**src/rtl/ttt_pkg.sv**
```systemverilog
// ttt_pkg: shared tic-tac-toe constants, line table, fallback order and opponent FSM states
package ttt_pkg;
  localparam logic [1:0] VACIA = 2'b00;
  localparam logic [1:0] J1    = 2'b01;
  localparam logic [1:0] J2    = 2'b10;
  // rows, columns, then the two diagonals
  localparam logic [3:0] LINEAS [8][3] = '{
    '{4'd0, 4'd1, 4'd2}, '{4'd3, 4'd4, 4'd5}, '{4'd6, 4'd7, 4'd8},
    '{4'd0, 4'd3, 4'd6}, '{4'd1, 4'd4, 4'd7}, '{4'd2, 4'd5, 4'd8},
    '{4'd0, 4'd4, 4'd8}, '{4'd2, 4'd4, 4'd6}
  };
  // centre, corners, then edges
  localparam logic [3:0] ORDEN [9] = '{4'd4, 4'd0, 4'd2, 4'd6, 4'd8, 4'd1, 4'd3, 4'd5, 4'd7};
  typedef enum logic [2:0] {IDLE, SNAP, WIN, BLOCK, PICK, DELAY, ISSUE, HOLD} estado_t;
endpackage

```
**src/rtl/evalua_linea.sv**
```systemverilog
// evalua_linea: combinational test of one three-cell line for "two of sim plus one empty"
//   a, b, c : cells of the line in table order
//   sim     : symbol being counted (J2 to win, J1 to block)
//   hit     : line is one move from three-in-a-row for sim
//   off     : position (0..2) of the empty cell within the line
module evalua_linea
  import ttt_pkg::*;
(
  input  logic [1:0] a,
  input  logic [1:0] b,
  input  logic [1:0] c,
  input  logic [1:0] sim,
  output logic       hit,
  output logic [1:0] off
);
  always_comb begin
    hit = (a == sim && b == sim && c == VACIA) ||
          (a == sim && c == sim && b == VACIA) ||
          (b == sim && c == sim && a == VACIA);
    off = a == VACIA ? 2'd0 : b == VACIA ? 2'd1 : 2'd2;
  end
endmodule

```
**src/rtl/jugador_automatico.sv**
```systemverilog
// jugador_automatico: automatic player-2 opponent (win, block, fixed fallback order)
//   clk        : system clock, rising edge
//   rst        : asynchronous active-low reset
//   turno      : high while it is player 2's turn; a move starts on its rising edge
//   pos0..pos8 : board cells (00 empty, 01 player 1, 10 player 2, 11 occupied)
//   posj2      : chosen cell 0..8, held between moves
//   j2         : one-cycle move strobe
//   ocupado    : busy from the snapshot until back in IDLE
//   sin_jugada : one-cycle pulse when the snapshot has no empty cell
//   ESPERA_MIN : extra cycles spent in DELAY before the strobe (0..255)
//   BLOQUEO_EN : when defined, a blocking scan runs between the win scan and the fallback
module jugador_automatico
  import ttt_pkg::*;
#(
  parameter int ESPERA_MIN = 0
) (
  input  logic       clk,
  input  logic       rst,
  input  logic       turno,
  input  logic [1:0] pos0,
  input  logic [1:0] pos1,
  input  logic [1:0] pos2,
  input  logic [1:0] pos3,
  input  logic [1:0] pos4,
  input  logic [1:0] pos5,
  input  logic [1:0] pos6,
  input  logic [1:0] pos7,
  input  logic [1:0] pos8,
  output logic [3:0] posj2,
  output logic       j2,
  output logic       ocupado,
  output logic       sin_jugada
);
`ifdef BLOQUEO_EN
  localparam estado_t TRAS_WIN = BLOCK;
`else
  localparam estado_t TRAS_WIN = PICK;
`endif
  estado_t    estado;
  logic       turno_d, flanco, hit, vacia;
  logic [2:0] linea;
  logic [7:0] cnt;
  logic [1:0] off;
  logic [3:0] mov, pick;
  logic [1:0] pos  [9];
  logic [1:0] snap [9];
  assign pos = '{pos0, pos1, pos2, pos3, pos4, pos5, pos6, pos7, pos8};
  assign j2 = estado == ISSUE;
  assign ocupado = estado != IDLE;
  // one evaluator, stepped across the eight lines by the line counter
  evalua_linea u_eval (
    .a  (snap[LINEAS[linea][0]]),
    .b  (snap[LINEAS[linea][1]]),
    .c  (snap[LINEAS[linea][2]]),
    .sim(estado == WIN ? J2 : J1),
    .hit(hit),
    .off(off)
  );
  always_comb begin
    vacia = 1'b0;
    for (int i = 0; i < 9; i++) vacia = vacia | (pos[i] == VACIA);
  end
  // walk the preference list backwards so the earliest empty entry wins
  always_comb begin
    pick = 4'd0;
    for (int i = 8; i >= 0; i--) pick = snap[ORDEN[i]] == VACIA ? ORDEN[i] : pick;
  end
  always_ff @(posedge clk or negedge rst) begin
    if (!rst) begin
      estado     <= IDLE;
      turno_d    <= 1'b0;
      flanco     <= 1'b0;
      linea      <= 3'd0;
      cnt        <= 8'd0;
      mov        <= 4'd0;
      posj2      <= 4'd0;
      sin_jugada <= 1'b0;
      snap       <= '{default: VACIA};
    end else begin
      turno_d    <= turno;
      flanco     <= turno & ~turno_d;
      sin_jugada <= 1'b0;
      if (!turno && estado != IDLE && estado != HOLD) estado <= IDLE;
      else
        case (estado)
          IDLE: if (flanco) estado <= SNAP;
          SNAP: begin
            snap       <= pos;
            linea      <= 3'd0;
            sin_jugada <= ~vacia;
            estado     <= vacia ? WIN : HOLD;
          end
          WIN, BLOCK: begin
            // the counter wraps to 0 after line 7, ready for the next scan
            linea <= hit ? 3'd0 : linea + 3'd1;
            cnt   <= 8'd0;
            mov   <= LINEAS[linea][off];
            estado <= hit ? DELAY : linea != 3'd7 ? estado : estado == WIN ? TRAS_WIN : PICK;
          end
          PICK: begin
            mov    <= pick;
            cnt    <= 8'd0;
            estado <= DELAY;
          end
          DELAY: begin
            cnt <= cnt + 8'd1;
            if (cnt == 8'(ESPERA_MIN)) begin
              posj2  <= mov;
              estado <= ISSUE;
            end
          end
          ISSUE: estado <= HOLD;
          HOLD: if (!turno) estado <= IDLE;
          default: estado <= IDLE;
        endcase
    end
  end
endmodule

```
**config.mk**
```make
export PLATFORM = sky130hd
export DESIGN_NAME = jugador_automatico
export DESIGN_NICKNAME = d
export VERILOG_FILES = /design/src/rtl/ttt_pkg.sv /design/src/rtl/evalua_linea.sv /design/src/rtl/jugador_automatico.sv
export SDC_FILE = /design/constraint.sdc
export NUM_CORES = 1
export LEC_CHECK = 0
export BUFFER_PORTS_ARGS = -buffer_cell sky130_fd_sc_hd__buf_2
export CAP_MARGIN = 5
export CORE_UTILIZATION = 60
export CTS_BUF_LIST = sky130_fd_sc_hd__clkbuf_8
export DETAILED_ROUTE_END_ITERATION = 7
export PLACE_DENSITY = 0.9
export SYNTH_ARGS = -nofsm -noshare
export SYNTH_HDL_FRONTEND = slang
export SYNTH_SLANG_ARGS = --single-unit
```
**constraint.sdc**
```tcl
create_clock -name clk -period 3.48 [get_ports clk]
set_input_delay 0.696 -clock clk [delete_from_list [all_inputs] [get_ports clk]]
set_output_delay 0.696 -clock clk [all_outputs]
set_load 0.02 [all_outputs]
```
==> impl_metrics.tcl, run 1 <==
set metrics [dict create \
    syn_avg_cell_area_um2 9.65 \
    dpl.hpwl_mm 4.69 \
    yosysTopAreaCell "dfrtp_1" \
    synth.top_cells.by_area "dfrtp_1, mux2_2, ha_1" \
    synth_compound_area_share_pct 19.7 \
    area_growth_pct 10.0 \
    num_vias 2453 \
    synth_edf_count 0 \
    worst_pin_slew_ps 930 \
    clock_sinks 43 \
    htree_num_levels 2 \
    maxCapViolations 0 \
    fmax_mhz 308 \
    rows 24 \
    synth_top_family_by_area "compound AO/OA/AOI/OAI gates" \
    drive_gt1_share_pct 24.2 \
    synth-adder-area-share_pct 3.54 \
    num_io_pins 28 \
    synth_xor_area_share_pct 2.17 \
    finalSetupViolations 0 \
    crit_fanout 9 \
    pre_cts_ws_ps 292 \
    finalHoldViolCount 0 \
    clk_latency_ps 300 \
    yosys-mux-area-fraction_pct 15.9 \
    ys_types 60 \
    ys_async_sr_fraction_pct 100 \
    dr.pass1.iters 4 \
    cts-root-buf "clkbuf_8" \
    antenna_found_initial 0 \
    die_width_um 70.6 \
    die_area_um2 4990 \
    drc 0 \
    drt-wirelength-per-cell_um 17.1 \
    ir_worst_vdd_mv 0.551 \
    tns_ps 0 \
    netlist_area_um2 2830 \
    place.gp.congestion 1.06 \
    rsz0062_at_grt "no" \
    antennaDiodeCount 0 \
    timing.hold.ws_ps 401 \
    grt_pass1_wl_mm 10.9 \
    drtAntennaViolNets 0 \
    critPathRequiredTime_ps 3670 \
    coreArea_um2 4440 \
    hold_path.class "flop to flop" \
    synth_top_area_share_pct 38.1 \
    nNetsFinal 350 \
    period_share_pct 93.3 \
    io_buffers 27 \
    ys.flop_type "dfrtp_1" \
    cp.arrival_ps 3430 \
    die_h_um 70.6 \
    initial_utilization_pct 63.6 \
    hold_buffers 0 \
    drt_iter0_drc 193 \
    clockBufferDepth 2 \
    clk_pin_slew_ps 80 \
    grt_pass1_vias 2286 \
    slew_viol_final 0 \
    min_period_ps 3250 \
    setup_ws_ps 232 \
    vias_per_cell 6.56 \
    syn-instance-count 293 \
    groute.usage.overall_pct 28.1 \
    synthSimpleGateAreaFrac_pct 16.4 \
    wirelength_mm 6.39 \
    fin_skew_ps 14.5 \
    startpoint_type "flop" \
    ys_seq_area_share_pct 38.1 \
    path_class "flop to flop" \
    leakage_nw 1.41 \
    relSlewSlack_pct 38.0 \
    ys_warn_count 0 \
    cts_inserted_buffers 5 \
    grt_overflow 0 \
    yosys_register_bits 43 \
    cp-end-kind "flop" \
    status "finished clean" \
    power_density_nw_per_um2 1020 \
    grt_max_degree 44 \
    syn_nets 322 \
    cts_tree "done" \
]
[Yosys cell counts, drive strengths merged (8+ instances only)]
| master | count |
|---|---|
| a31oi | 8 |
| a21oi | 15 |
| dfrtp | 43 |
| ha | 8 |
| nor2 | 24 |
| inv | 13 |
| nand2 | 22 |
| o21ai | 18 |
| nor2b | 8 |
| buf | 8 |
| nand3 | 8 |
| mux2i | 10 |
| mux2 | 22 |
[routing by layer]
layer / part of all wire (%) / track usage (%)
met1: 40 / 37.0
met2: 48 / 46.2
met3: 8.9 / 5.70
met4: 2.8 / 10.9
met5: 0 / 0
[metrics by stage]
stage / total power, W / instances / util [%] / area, um^2
6_report: 0.00317 / 374 / 70.0 / 3110
5_1_grt: 0.00340 / 374 / 70.0 / 3110
4_1_cts: 0.00311 / 374 / 69.8 / 3100
3_5_place_dp: 0.00280 / 366 / 68.0 / 3020
3_3_place_gp: 0.00276 / 366 / 68.0 / 3020
2_1_floorplan: 0.00235 / 293 / - / 2830
[what timing repair did]
item,4_1_cts,5_1_grt
endpoints found under the setup margin,0,1
resized for setup,0,1
setup buffers,0,0
[cell usage in the layout (no fill, tap or decap), drive strengths merged, types with 3 or more instances in the layout]
| master | n |
|---|---|
| dfrtp | 43 |
| buf | 36 |
| nor2 | 24 |
| nand2 | 22 |
| mux2 | 22 |
| o21ai | 18 |
| inv | 15 |
| a21oi | 15 |
| mux2i | 10 |
| nand3 | 8 |
| a31oi | 8 |
| ha | 8 |
| nor2b | 8 |
| xor2 | 6 |
| o22ai | 5 |
| nor4 | 5 |
| clkbuf | 5 |
| nor3 | 4 |
| mux4 | 4 |
| and2 | 4 |
| and3 | 3 |
| or3 | 3 |
| o221ai | 3 |
| nand2b | 3 |
| a21o | 3 |
| a22o | 3 |
| a311oi | 3 |
[worst paths after layout]
check                         start         to  slack (ps)  cells after the start
hold reg to reg             turno_d     flanco         400                      1
min in group asynchronous       rst     cnt[6]         530                      1
setup reg to reg           linea[0]  estado[0]         230                     10
hold / removal              turno_d     flanco         400                      1
setup / recovery           linea[0]  estado[0]         230                     10
max in group asynchronous       rst  estado[0]        2370                      1
[cell type report]
class,instances,area (um^2)
well taps,52,65.1
multi-input cells,222,1640
clock buffers,5,68.8
fillers,338,1330
inverters,13,48.8
flip-flops and latches,43,1080
repair buffers,36,203
clock inverters,3,12.5
[registers in the layout, summed over array words and instances (netlist names)]
signal and flops:
flanco 1, snap 18, cnt 8, linea 3, sin_jugada 1, posj2 4, estado 3, turno_d 1
mov 4
[worst max-delay path: stages (launching register included)]
cell,delay [ps]
dfrtp_1,420
ha_1,300
mux2i_4,410
nor2b_2,80
a2111oi_2,450
a311oi_2,130
or3_1,430
o41ai_2,290
a31oi_1,130
and2_4,190
a311o_1,300
[power by group]
| group | internal, W | leakage, nW | switching, W | total, W |
|---|---|---|---|---|
| Combinational | 0.000892 | 0.812 | 0.00106 | 0.00195 |
| Sequential | 0.000678 | 0.546 | 0.000239 | 0.000917 |
| Clock | 0.000135 | 0.0505 | 0.000167 | 0.000302 |
[cells by family (layout without fill, tap and decap cells)]
logic type      Yosys count  in the layout
compound gates           79             79
flops                    43             43
simple gates             92             92
fa+ha+maj                 8              8
xor+xnor                  7              7
buf+inv                  28             57
mux                      36             36
Power figures use the tool's default switching activity.
==> inputs of run 2 (changes only) <==
Settings changed: CELL_PAD_IN_SITES_DETAIL_PLACEMENT set to 1, CELL_PAD_IN_SITES_GLOBAL_PLACEMENT set to 1, CORE_UTILIZATION 60 to 48, PLACE_DENSITY 0.9 to 0.92.
==> impl_metrics.tcl, run 2 (same netlist as run 1, synthesis figures left out) <==
set metrics [dict create \
    status "finished clean" \
    regArea_um2 1080 \
    worst_pin_slew_ps 988 \
    clockBufferDepth 2 \
    reg_top3 "snap: 18 flops, cnt: 8 flops" \
    initial_utilization_pct 50.7 \
    startpoint_type "flop" \
    fmax_mhz 295 \
    cp_slowest_cell "mux4_2" \
    hold_path.class "flop to flop" \
    drive_gt1_share_pct 26.9 \
    min_period_ps 3390 \
    hold_path.startpoint "turno_d" \
    relSlewSlack_pct 34.1 \
    setup_ws_ps 87.8 \
    crit_end "mov[2]" \
    drt_iter0_drc 182 \
    period_share_pct 97.5 \
    io_buffers 27 \
    drtAntennaViolNets 0 \
    met2_usage_pct 49.7 \
    ir_worst_vdd_mv 0.507 \
    grt_pass1_wl_mm 14.1 \
    vias_per_cell 6.68 \
    drc 0 \
    cts-root-buf "clkbuf_8" \
    tns_ps 0 \
    reg2reg_slack_ps 90 \
    clock_sinks 43 \
    path_class "flop to flop" \
    coreArea_um2 5570 \
    num_io_pins 28 \
    clk_pin_slew_ps 90 \
    slew_viol_final 0 \
    fin_skew_ps 10.2 \
    maxCapViolations 0 \
    finalSetupViolations 0 \
    die_h_um 78.7 \
    power_density_nw_per_um2 1120 \
    area_growth_pct 13.4 \
    layout_common_cells "dfrtp_1, buf_2, nor2_1, nand2_1, mux2_2" \
    grtUsageMet3_pct 5.17 \
    groute.usage.overall_pct 29.5 \
    grt_overflow 0 \
    slowest_delay_ps 520 \
    grt_max_degree 44 \
    antennaDiodeCount 0 \
    cts_inserted_buffers 5 \
    finalNonFillerCells 396 \
    cpMostUsedCell "buf_4" \
    finalPower_w 0.00358 \
    place.gp.congestion 0.908 \
    leakage_nw 1.42 \
    nNetsFinal 352 \
    finalHoldViolCount 0 \
    cp.arrival_ps 3570 \
    pre_cts_ws_ps 155 \
    regMostFlops "snap" \
    clk_latency_ps 310 \
    r2r-end "mov[2]" \
    wirelength_mm 9.04 \
    use_met1_pct 37.1 \
    timing.rr.start "linea[0]" \
    drt-wirelength-per-cell_um 22.8 \
    critPathRequiredTime_ps 3660 \
    htree_num_levels 2 \
    largest_register_ffs 18 \
    dp.cells 387 \
    antenna_found_initial 0 \
    worstPathCellList "buf_4 -> ha_1 -> mux4_2 -> mux2_2 -> mux2i_2 -> nand2_1 -> buf_4 -> a211oi_1 -> a31oi_1 -> mux2i_1 -> a22o_1 -> o21ai_0" \
    num_vias 2644 \
    cts_tree "done" \
    busiest_layer "met2" \
    dpl.hpwl_mm 6.05 \
    dr.pass1.iters 4 \
    fillers 636 \
    crit_fanout 7 \
    die_width_um 78.7 \
    final_common_cell "dfrtp_1" \
    reg2regPathDepth 12 \
    rows 27 \
    cp-end-kind "flop" \
    crit_path_start "linea[0]" \
    hold_buffers 0 \
    grt_pass1_vias 2737 \
    die_area_um2 6200 \
    multi_input_area_um2 1660 \
]
[run 2: worst min-delay path by stage]
stage / to / slack [ps] / depth (start not counted)
floorplan: flanco / 380 / 1
global placement: flanco / 380 / 1
detailed placement: flanco / 390 / 1
CTS: flanco / 410 / 1
global route: flanco / 420 / 1
finish: flanco / 410 / 1
[run 2: cell type report]
| cell class | instances | area share, % |
|---|---|---|
| Clock buffer | 6 | 2.58 |
| Clock inverter | 2 | 0.508 |
| Inverter | 13 | 1.52 |
| Multi-Input combinational cell | 222 | 51.8 |
| Sequential cell | 43 | 33.6 |
| Tap cell | 72 | 2.81 |
| Timing Repair Buffer | 38 | 7.18 |
[run 2: timing repair]
action / in CTS / in global routing
gates resized for setup: 0 / 7
endpoints found under the hold margin: 0 / 0
setup endpoints to repair: 0 / 4
setup buffers: 0 / 1
[run 2: critical path: cells and delay by family (launching register included)]
kind                       cells  cell delay (ps)
buffers and inverters          2              380
AOI/OAI and AO/OA              4              690
adders and majority gates      1              280
and+or+nand+nor                1              150
DFF                            1              400
muxes                          4             1360
[run 2: metrics by stage]
| stage | cell area [um^2] | hold WS, ps | util [%] |
|---|---|---|---|
| finish | 3200 | 406 | 57.5 |
| CTS | 3150 | 405 | 56.6 |
| detailed placement | 3060 | 394 | 54.8 |
| global placement | 3060 | 384 | 54.8 |
| global route | 3200 | 417 | 57.5 |
| floorplan | 2830 | 378 | - |
[run 2: report_power, final]
part / internal (W) / total [W] / switching (W) / leakage (nW)
logic: 0.000963 / 0.00227 / 0.00130 / 0.830
clock network: 0.000162 / 0.000352 / 0.000190 / 0.0474
registers: 0.000677 / 0.000967 / 0.000289 / 0.546
[run 2: metal layers]
metal	wire, um	vias to the layer above	share of wire [%]
met2	4500	120	50
met4	371	0	4.1
li1	-	1148	-
met3	588	36	6.5
met5	0	-	0
met1	3580	1340	40
==> inputs of run 3 (changes only) <==
Settings changed: PLACE_DENSITY 0.92 to 0.95.
==> impl_metrics.tcl, run 3 (same netlist as run 1, synthesis figures left out) <==
set metrics [dict create \
    ir_worst_vdd_mv 0.468 \
    layout_common_cells "dfrtp_1, buf_2, nor2_1, nand2_1, mux2_2" \
    nNetsFinal 353 \
    fin_skew_ps 7.71 \
    antenna_found_initial 0 \
    cts_inserted_buffers 5 \
    status "finished clean" \
    reg2regPathDepth 12 \
    finalHoldViolCount 0 \
    reg_top3 "snap: 18 flops, cnt: 8 flops" \
    dpl.hpwl_mm 6.07 \
    drive_gt1_share_pct 27.4 \
    clock_sinks 43 \
    die_h_um 78.7 \
    dr.pass1.iters 4 \
    fillers 643 \
    reg2reg_slack_ps 90 \
    htree_num_levels 2 \
    initial_utilization_pct 50.7 \
    rows 27 \
    grt_pass1_vias 2732 \
    met2_usage_pct 51.0 \
    area_growth_pct 14.7 \
    antennaDiodeCount 0 \
    cp_slowest_cell "or3_4" \
    grt_pass1_wl_mm 14.4 \
    min_period_ps 3390 \
    vias_per_cell 6.54 \
    critPathBufInv 2 \
    grt_max_degree 44 \
    num_vias 2596 \
    groute.usage.overall_pct 30.5 \
    coreArea_um2 5570 \
    clk_pin_slew_ps 80 \
    hold_path.startpoint "turno_d" \
    path_class "flop to flop" \
    regArea_um2 1080 \
    regMostFlops "snap" \
    cp-end-kind "flop" \
    drc 0 \
    die_width_um 78.7 \
    hold_path.class "flop to flop" \
    largest_register_ffs 18 \
    crit_fanout 10 \
    maxCapViolations 0 \
    multi_input_area_um2 1670 \
    hold_end "flanco" \
    cts_tree "done" \
    busiest_layer "met2" \
    relSlewSlack_pct 34.2 \
    cp.arrival_ps 3590 \
    power_density_nw_per_um2 1120 \
    cts-root-buf "clkbuf_8" \
    critPathRequiredTime_ps 3670 \
    cpLargestDelayFamily "simple AND/OR/NAND/NOR gates" \
    final_common_cell "dfrtp_1" \
    die_area_um2 6200 \
    drtAntennaViolNets 0 \
    slew_viol_final 0 \
    final_cell_area_um2 3240 \
    worst_pin_slew_ps 987 \
    fmax_mhz 295 \
    grtUsageMet3_pct 3.45 \
    tns_ps 0 \
    min_path_cells 1 \
    timing.rr.start "linea[1]" \
    io_buffers 27 \
    wirelength_mm 8.73 \
    worstPathCellList "inv_1 -> ha_1 -> mux2i_4 -> buf_4 -> mux2i_1 -> a22o_1 -> a311oi_2 -> or3_4 -> nor4b_2 -> a21oi_1 -> and2_4 -> a311o_1" \
    drt_iter0_drc 270 \
    place.gp.congestion 0.912 \
    num_io_pins 28 \
    drt-wirelength-per-cell_um 22.0 \
    crit_cells 12 \
    leakage_nw 1.44 \
    clockBufferDepth 2 \
    r2r-end "estado[0]" \
    period_share_pct 97.5 \
    grt_overflow 0 \
    startpoint_type "flop" \
    use_met1_pct 39.6 \
    placed_area_um2 3050 \
    finalSetupViolations 0 \
    slowest_delay_ps 460 \
    clk_latency_ps 310 \
]
[run 3: worst register-to-register path, stage by stage (launching register included)]
cell      delay (ps)
dfrtp_1          360
inv_1            100
ha_1             310
mux2i_4          430
buf_4            200
mux2i_1          210
a22o_1           190
a311oi_2          70
or3_4            460
nor4b_2          310
a21oi_1          150
and2_4           200
a311o_1          300
[run 3: worst max-delay path by stage]
stage          startpoint   endpoint
2_1_floorplan    linea[1]  estado[0]
3_3_place_gp     linea[0]  estado[0]
3_5_place_dp     linea[0]  estado[0]
4_1_cts          linea[0]  estado[0]
5_1_grt          linea[0]  estado[0]
6_report         linea[1]  estado[0]
[run 3: layout make-up]
cell class	count	share of cell area [%]
Tap cell	72	2.78
Timing Repair Buffer	39	6.95
Clock inverter	3	1.97
Clock buffer	5	2.12
Inverter	13	1.51
Sequential cell	43	33.2
Multi-Input combinational cell	222	51.5
[run 3: per-stage QoR]
step | setup WS, ps | cells | hold WS [ps] | power [W] | util [%]
detailed placement | 5.11 | 386 | 390 | 0.00293 | 54.7
global route | -26.7 | 397 | 409 | 0.00383 | 58.2
CTS | 45.2 | 394 | 402 | 0.00346 | 57.2
floorplan | 311 | 293 | 378 | 0.00235 | -
finish | 86.9 | 397 | 400 | 0.00363 | 58.2
global placement | 336 | 386 | 379 | 0.00280 | 54.7
[run 3: per-layer routing]
metal	up-vias	routed length, um
li1	1149	-
met1	1331	3770
met3	24	408
met4	0	262
met5	-	0
met2	92	4290
[run 3: repair_timing]
| item | in CTS | in global routing |
|---|---|---|
| hold buffers | 0 | 0 |
| endpoints found under the hold margin | 0 | 0 |
| resized for setup | 1 | 7 |
| endpoints found under the setup margin | 1 | 4 |
| buffers inserted | 0 | 3 |
[run 3: power breakdown]
part	leakage, nW	total (W)	internal, W	switching, W
Sequential	0.546	0.000952	0.000677	0.000274
Clock	0.0695	0.000470	0.000284	0.000186
Combinational	0.828	0.00221	0.000958	0.00125
Total	1.44	0.00363	0.00192	0.00171
